## src/rtl/shift_sub_divider_pkg.sv

```systemverilog
// Shared types and helpers for the shift/subtract divider.
package div_pkg;

    typedef enum logic [2:0] {
        IDLE  = 3'b001,
        LOAD  = 3'b010,
        SHIFT = 3'b011,
        SUB   = 3'b100,
        DONE  = 3'b101,
        FIX   = 3'b110
    } div_state_t;

    // Counter must reach 'size' without wrapping, hence one bit beyond $clog2.
    function automatic int unsigned cnt_width(input int unsigned size);
        return $clog2(size) + 1;
    endfunction

endpackage

```

## src/rtl/shift_sub_divider_if.sv

```systemverilog
// Operand/result bundle for the divider; master drives the request, slave returns results.
interface shift_sub_divider_if #(
    parameter int unsigned size = 8
);
    logic            START;
    logic [size-1:0] dividend;
    logic [size-1:0] divisor;
    logic [size-1:0] quotient;
    logic [size-1:0] remainder;
    logic            END_DIV;
    logic            DIV_BY_ZERO;

    modport master (
        output START, dividend, divisor,
        input  quotient, remainder, END_DIV, DIV_BY_ZERO
    );

    modport slave (
        input  START, dividend, divisor,
        output quotient, remainder, END_DIV, DIV_BY_ZERO
    );
endinterface

```

## src/rtl/div_iter_counter.sv

```systemverilog
// Iteration counter for the divider: synchronous clear has priority over enable.
module div_iter_counter #(
    parameter int unsigned width = 4
) (
    input  logic             CLOCK,
    input  logic             RESET,
    input  logic             clear,
    input  logic             en,
    output logic [width-1:0] count
);

    always_ff @(posedge CLOCK) begin
        if (RESET || clear) begin
            count <= '0;
        end else if (en) begin
            count <= count + width'(1);
        end
    end

endmodule

```

## src/rtl/shift_sub_divider.sv

```systemverilog
// Restoring divider, one quotient bit per SHIFT/SUB pair, level START/END_DIV handshake.
// Define SIGNED_DIV_EN for two's-complement operands (adds a FIX cycle before DONE).
module shift_sub_divider
    import div_pkg::*;
#(
    parameter int unsigned size = 8
) (
    input logic                CLOCK,
    input logic                RESET,
    shift_sub_divider_if.slave bus
);

    localparam int unsigned CntW = cnt_width(size);

    div_state_t      state_q, state_d;
    logic [size-1:0] q_q, q_d;
    logic [size-1:0] m_q, m_d;
    logic [size:0]   r_q, r_d;
    logic [size-1:0] quot_q, quot_d;
    logic [size-1:0] rem_q, rem_d;
    logic            dbz_q, dbz_d;
    logic [size:0]   t;
    logic            cnt_clear;
    logic            cnt_en;
    logic [CntW-1:0] cnt;

`ifdef SIGNED_DIV_EN
    logic neg_q_q, neg_q_d;
    logic neg_r_q, neg_r_d;

    function automatic logic [size-1:0] neg(input logic [size-1:0] v);
        return ~v + size'(1);
    endfunction
`endif

    div_iter_counter #(
        .width(CntW)
    ) u_cnt (
        .CLOCK(CLOCK),
        .RESET(RESET),
        .clear(cnt_clear),
        .en   (cnt_en),
        .count(cnt)
    );

    assign t = r_q - {1'b0, m_q};

    always_comb begin
        state_d   = state_q;
        q_d       = q_q;
        m_d       = m_q;
        r_d       = r_q;
        quot_d    = quot_q;
        rem_d     = rem_q;
        dbz_d     = dbz_q;
        cnt_clear = 1'b0;
        cnt_en    = 1'b0;
`ifdef SIGNED_DIV_EN
        neg_q_d   = neg_q_q;
        neg_r_d   = neg_r_q;
`endif

        case (state_q)
            IDLE: begin
                if (bus.START) begin
                    state_d = LOAD;
                end
            end

            LOAD: begin
`ifdef SIGNED_DIV_EN
                // Iterate on magnitudes; -2^(size-1) stays as its unsigned bit pattern.
                q_d     = bus.dividend[size-1] ? neg(bus.dividend) : bus.dividend;
                m_d     = bus.divisor[size-1] ? neg(bus.divisor) : bus.divisor;
                neg_q_d = bus.dividend[size-1] ^ bus.divisor[size-1];
                neg_r_d = bus.dividend[size-1];
`else
                q_d     = bus.dividend;
                m_d     = bus.divisor;
`endif
                r_d       = '0;
                cnt_clear = 1'b1;
                if (bus.divisor == '0) begin
                    quot_d  = '1;
                    rem_d   = bus.dividend;
                    dbz_d   = 1'b1;
                    state_d = DONE;
                end else begin
                    dbz_d   = 1'b0;
                    state_d = SHIFT;
                end
            end

            SHIFT: begin
                {r_d, q_d} = {r_q[size-1:0], q_q, 1'b0};
                cnt_en     = 1'b1;
                state_d    = SUB;
            end

            SUB: begin
                // Negative trial difference means restore: R keeps its value.
                if (!t[size]) begin
                    r_d = t;
                end
                q_d = {q_q[size-1:1], ~t[size]};
                if (cnt == CntW'(size)) begin
`ifdef SIGNED_DIV_EN
                    state_d = FIX;
`else
                    quot_d  = q_d;
                    rem_d   = r_d[size-1:0];
                    state_d = DONE;
`endif
                end else begin
                    state_d = SHIFT;
                end
            end

`ifdef SIGNED_DIV_EN
            FIX: begin
                // Remainder takes the dividend's sign so the quotient truncates toward zero.
                quot_d  = neg_q_q ? neg(q_q) : q_q;
                rem_d   = neg_r_q ? neg(r_q[size-1:0]) : r_q[size-1:0];
                state_d = DONE;
            end
`endif

            DONE: begin
                if (!bus.START) begin
                    state_d = IDLE;
                end
            end

            default: begin
                state_d = IDLE;
            end
        endcase
    end

    always_ff @(posedge CLOCK) begin
        if (RESET) begin
            state_q <= IDLE;
            q_q     <= '0;
            m_q     <= '0;
            r_q     <= '0;
            quot_q  <= '0;
            rem_q   <= '0;
            dbz_q   <= 1'b0;
`ifdef SIGNED_DIV_EN
            neg_q_q <= 1'b0;
            neg_r_q <= 1'b0;
`endif
        end else begin
            state_q <= state_d;
            q_q     <= q_d;
            m_q     <= m_d;
            r_q     <= r_d;
            quot_q  <= quot_d;
            rem_q   <= rem_d;
            dbz_q   <= dbz_d;
`ifdef SIGNED_DIV_EN
            neg_q_q <= neg_q_d;
            neg_r_q <= neg_r_d;
`endif
        end
    end

    assign bus.quotient    = quot_q;
    assign bus.remainder   = rem_q;
    assign bus.DIV_BY_ZERO = dbz_q;
    assign bus.END_DIV     = (state_q == DONE);

endmodule

```

## src/flat_wrapper.sv

```systemverilog
// flat-port wrapper written by rule: the top's interface ports become plain ports
module shift_sub_divider_flat import div_pkg::*;
#(
    parameter int unsigned size = 8
)
  (CLOCK, RESET, bus_START, bus_dividend, bus_divisor, bus_quotient, bus_remainder, bus_END_DIV, bus_DIV_BY_ZERO);
  shift_sub_divider_if #(.size(size)) bus_i ();
  input logic CLOCK;
  input logic RESET;
  input wire logic [$bits(bus_i.START)-1:0] bus_START;
  input wire logic [$bits(bus_i.dividend)-1:0] bus_dividend;
  input wire logic [$bits(bus_i.divisor)-1:0] bus_divisor;
  output wire logic [$bits(bus_i.quotient)-1:0] bus_quotient;
  output wire logic [$bits(bus_i.remainder)-1:0] bus_remainder;
  output wire logic [$bits(bus_i.END_DIV)-1:0] bus_END_DIV;
  output wire logic [$bits(bus_i.DIV_BY_ZERO)-1:0] bus_DIV_BY_ZERO;
  assign bus_i.START = bus_START;
  assign bus_i.dividend = bus_dividend;
  assign bus_i.divisor = bus_divisor;
  assign bus_quotient = bus_i.quotient;
  assign bus_remainder = bus_i.remainder;
  assign bus_END_DIV = bus_i.END_DIV;
  assign bus_DIV_BY_ZERO = bus_i.DIV_BY_ZERO;
  shift_sub_divider #(.size(size)) u_core (.CLOCK(CLOCK), .RESET(RESET), .bus(bus_i));
endmodule
```

## config.mk

```make
export PLATFORM = sky130hd
export DESIGN_NAME = shift_sub_divider_flat
export DESIGN_NICKNAME = d
export VERILOG_FILES = /design/src/rtl/shift_sub_divider_pkg.sv /design/src/rtl/shift_sub_divider_if.sv /design/src/rtl/div_iter_counter.sv /design/src/rtl/shift_sub_divider.sv /design/src/flat_wrapper.sv
export SDC_FILE = /design/constraint.sdc
export NUM_CORES = 1
export LEC_CHECK = 0
export ABC_AREA = 1
export BUFFER_PORTS_ARGS = -buffer_cell sky130_fd_sc_hd__buf_2
export CORE_AREA = 2 2 73 75
export DETAILED_ROUTE_END_ITERATION = 6
export DIE_AREA = 0 0 75 77
export PLACE_DENSITY = 0.81
export SLEW_MARGIN = 20
export SYNTH_ARGS = -nofsm -noshare
export SYNTH_HDL_FRONTEND = slang
export SYNTH_HIERARCHICAL = 1
export SYNTH_SLANG_ARGS = --single-unit
export TNS_END_PERCENT = 20
```

## constraint.sdc

```tcl
create_clock -name CLOCK -period 3.9 [get_ports CLOCK]
set_input_delay 0.195 -clock CLOCK [delete_from_list [all_inputs] [get_ports CLOCK]]
set_output_delay 0.195 -clock CLOCK [all_outputs]
set_load 0.1 [all_outputs]
```

==> PnR_summary.wiki <==
{| class="wikitable"
! Metric !! Value
|-
| # DRC || 0
|-
| Average footprint of a synthesized cell || 7.23 sq um
|-
| Number of design-rule violations left by the first detailed-router iteration || 157
|-
| Area share of the leading cell type in the synthesized netlist || 37.0%
|-
| Non-filler instance count after layout || 472
|-
| Die area || 5780 sq um
|-
| Area of the mapped netlist || 2650 sq um
|-
| Distinct cell type count after synthesis || 33
|-
| Flip-flop and latch count after synthesis || 49
|-
| Signal arrival time at the worst endpoint || 2.33 ns
|-
| Fraction of final layout cells sized beyond drive strength 1 || 19.2%
|-
| Number of setup buffers added after CTS || 0
|-
| Instance count of the mapped netlist || 367
|-
| Largest fanout of any net on the critical path || 7
|-
| Number of input and output port buffers inserted || 36
|-
| Ant. Diodes || 0
|-
| Pre-Repair DR Iteration Count || 5
|-
| Area post-placement || 2870 sq um
|-
| Global placement routability congestion || 0.863
|-
| Final setup viols || 0
|-
| Number of fill cells in the layout || 478
|-
| Layout overhead on the synthesized area || 11.4%
|-
| Final Hold Vio Count || 0
|-
| P_leak || 1.62 nW
|-
| Slew HR || 67.6%
|-
| CTS HTree Levels || 2
|-
| Share of the clock period used by the worst path after layout || 53.2%
|-
| Final Skew || 0.00513 ns
|-
| Measured slew at the worst slew-check pin || 0.490 ns
|-
| Warnings, synthesis || 6
|-
| Clk Tree Root Cell || sky130_fd_sc_hd__clkbuf_8
|-
| Number of clock sinks seen by CTS || 49
|-
| Unrepaired setup endpoints after global routing || no
|-
| Floorplan row count || 26
|-
| All-layer global routing usage || 21.7%
|-
| Half-perimeter wire length of the detailed placement result || 4.27 mm
|-
| Worst voltage drop across the vdd grid || 0.260 mV
|-
| Startpoint type of the worst setup path || flip-flop
|-
| Largest area contributor in the netlist || sky130_fd_sc_hd__dfxtp_1
|-
| Final WL || 5.82 mm
|-
| Vias after detailed routing || 2486
|-
| Number of primary I/O pins || 37
|-
| Hold path startpoint || RESET
|-
| Endpoint type of the worst setup path || flip-flop
|-
| Clock input transition at the sequential cells of the worst setup and hold paths || 0.09 ns
|-
| Worst Setup Path Type || flip-flop to flip-flop
|-
| Number of nets in the finished design || 430
|-
| Die X-Extent || 75 um
|-
| Number of global-route vias before repair || 2299
|-
| Post-synth net total || 396
|-
| Clk Latency, worst-skew pair || 0.30 ns
|-
| FF-to-FF Start || u_core/r_q[0]$_SDFFE_PP0P_
|-
| Cell count after placement || 464
|-
| Startpoint of the most critical setup path || u_core/r_q[0]$_SDFFE_PP0P_
|-
| Pwr dens || 366 nW/um^2
|-
| Finished Cell Area || 2950 sq um
|-
| Time the final worst path needs with I/O delays and setup || 2.07 ns
|-
| Final max-slew violation count || 0
|-
| Total core area || 4980 sq um
|-
| Starting Density || 53.3%
|-
| Wire length of the first global-routing pass || 9.87 mm
|-
| Cts bufs inserted || 5
|-
| Resized Gates After CTS || 0
|-
| Top achievable clock speed || 482 MHz
|-
| Worst Path Required || 4.16 ns
|-
| Final TNS setup || 0 ns
|-
| Clock tree from TritonCTS || yes
|-
| Max-capacitance violation count || 0
|-
| Maximum clock insertion buffer count || 2
|-
| Number of nets still failing antenna checks after routing || 0
|-
| Run status || finished clean
|-
| Initial antenna violation count || 0
|-
| Worst min-delay path class || input pin to flip-flop
|-
| Maximum number of pins on one net before global-route repair || 44
|-
| Chip height || 77 um
|-
| Synth top area cells || sky130_fd_sc_hd__dfxtp_1, sky130_fd_sc_hd__nand2_1, sky130_fd_sc_hd__inv_1
|-
| Hold-fix buffers, CTS || 0
|-
| Drt via density || 5.27
|-
| Final hold slack || 0.0879 ns
|-
| Portion of the post-synthesis area used by sequential elements || 37.0%
|-
| Final Power || 1.08 mW
|-
| GRT Residual Overflow || 0
|-
| Post-DR wirelength/cell || 12.3 um
|}
cells in the final DEF (no fill, tap or decap), drive strengths merged, types with 9 or more instances in the layout:
cell,instances
nand2,93
inv,68
dfxtp,49
buf,37
nand3,34
o21ai,23
nor2,22
a21oi,19
a22oi,14
ha,9
cell families after synthesis:
kind of cell | Yosys count | synth area share (%)
simple gates | 154 | 27.5
buf+inv | 78 | 11.8
compound gates | 72 | 17.4
flops | 49 | 37.0
fa+ha+maj | 10 | 5.00
xor+xnor | 4 | 1.32
cell usage after synthesis:
cell type                  count
sky130_fd_sc_hd__nand2_1      77
sky130_fd_sc_hd__inv_1        62
sky130_fd_sc_hd__dfxtp_1      49
sky130_fd_sc_hd__nand3_1      30
sky130_fd_sc_hd__o21ai_0      23
sky130_fd_sc_hd__nor2_1       18
sky130_fd_sc_hd__a21oi_1      17
sky130_fd_sc_hd__a22oi_1      14
sky130_fd_sc_hd__nand2_2      14
sky130_fd_sc_hd__ha_1          9
sky130_fd_sc_hd__o221ai_1      7
sky130_fd_sc_hd__inv_2         6
sky130_fd_sc_hd__o211ai_1      6
sky130_fd_sc_hd__buf_2         4
sky130_fd_sc_hd__clkbuf_1      4
sky130_fd_sc_hd__nand3_2       4
sky130_fd_sc_hd__nor2_2        3
sky130_fd_sc_hd__xor2_1        3
sky130_fd_sc_hd__buf_6         2
sky130_fd_sc_hd__nand2_4       2
sky130_fd_sc_hd__a21oi_2       1
sky130_fd_sc_hd__a21oi_4       1
sky130_fd_sc_hd__a31o_2        1
sky130_fd_sc_hd__and3b_2       1
sky130_fd_sc_hd__fa_1          1
sky130_fd_sc_hd__nand4_1       1
sky130_fd_sc_hd__nor2_8        1
sky130_fd_sc_hd__nor3_1        1
sky130_fd_sc_hd__nor4_1        1
sky130_fd_sc_hd__o21a_1        1
sky130_fd_sc_hd__o311ai_0      1
sky130_fd_sc_hd__or2_1         1
sky130_fd_sc_hd__xnor2_1       1
state kept, by name, summed over array words and instances (netlist names):
| name | flops |
|---|---|
| u_core/bus.quotient | 8 |
| u_core/r_q | 9 |
| u_core/u_cnt/count | 4 |
| u_core/bus.remainder | 8 |
| u_core/state_q | 3 |
| u_core/bus.DIV_BY_ZERO | 1 |
| u_core/q_q | 8 |
| u_core/m_q | 8 |
final timing paths:
| kind | slack (ns) | depth (start not counted) | to |
|---|---|---|---|
| worst max-delay path | 1.83 | 13 | u_core/r_q[2]$_SDFFE_PP0P_ |
| worst min-delay path | 0.09 | 2 | u_core/state_q[2]$_SDFFE_PP0P_ |
| worst min register to register | 0.46 | 2 | u_core/m_q[6]$_SDFFE_PP0P_ |
| worst max register to register | 1.83 | 13 | u_core/r_q[2]$_SDFFE_PP0P_ |
per-layer routing:
metal / track usage (%) / routed length (um) / part of all wire (%) / vias up
met1: 26.9 / 2590 / 44 / 1150
met2: 36.3 / 2830 / 49 / 59
met4: 8.39 / 144 / 2.5 / 0
met3: 4.07 / 260 / 4.5 / 16
li1: - / - / - / 1261
met5: 0 / 0 / 0 / -
critical path: stages, from the launching register on:
cell and delay, ns:
sky130_fd_sc_hd__dfxtp_1 0.35, sky130_fd_sc_hd__inv_1 0.06, sky130_fd_sc_hd__ha_1 0.13, sky130_fd_sc_hd__inv_1 0.06, sky130_fd_sc_hd__fa_1 0.40, sky130_fd_sc_hd__nand2_1 0.08
sky130_fd_sc_hd__nand2_1 0.10, sky130_fd_sc_hd__nand3_2 0.12, sky130_fd_sc_hd__nand3_2 0.15, sky130_fd_sc_hd__a21oi_4 0.27, sky130_fd_sc_hd__nand2_1 0.11, sky130_fd_sc_hd__nand3_1 0.08
sky130_fd_sc_hd__nand2_1 0.05, sky130_fd_sc_hd__inv_1 0.07
metrics by stage:
stage / setup slack [ns] / utilization, %
after global routing: 1.61 / 59.4
after global placement: 1.94 / 57.7
final: 1.83 / 59.4
after detailed placement: 1.87 / 57.7
after floorplan: 1.01 / -
after CTS: 1.83 / 59.4
where the power goes:
group	internal, mW	leakage [nW]	switching [mW]
logic	0.0789	1.19	0.160
registers	0.529	0.397	0.0205
clock network	0.127	0.0385	0.166
total	0.735	1.62	0.347
area by class of cell:
cell class	count	area (sq um)	share of cell area [%]
clock buffers	7	76.3	2.58
clock inverters	1	7.51	0.254
inverters	68	255	8.64
multi-input cells	240	1360	46.0
flip-flops and latches	49	981	33.2
well taps	70	87.6	2.96
repair buffers	37	188	6.35
(Power assumes the default switching activity.)
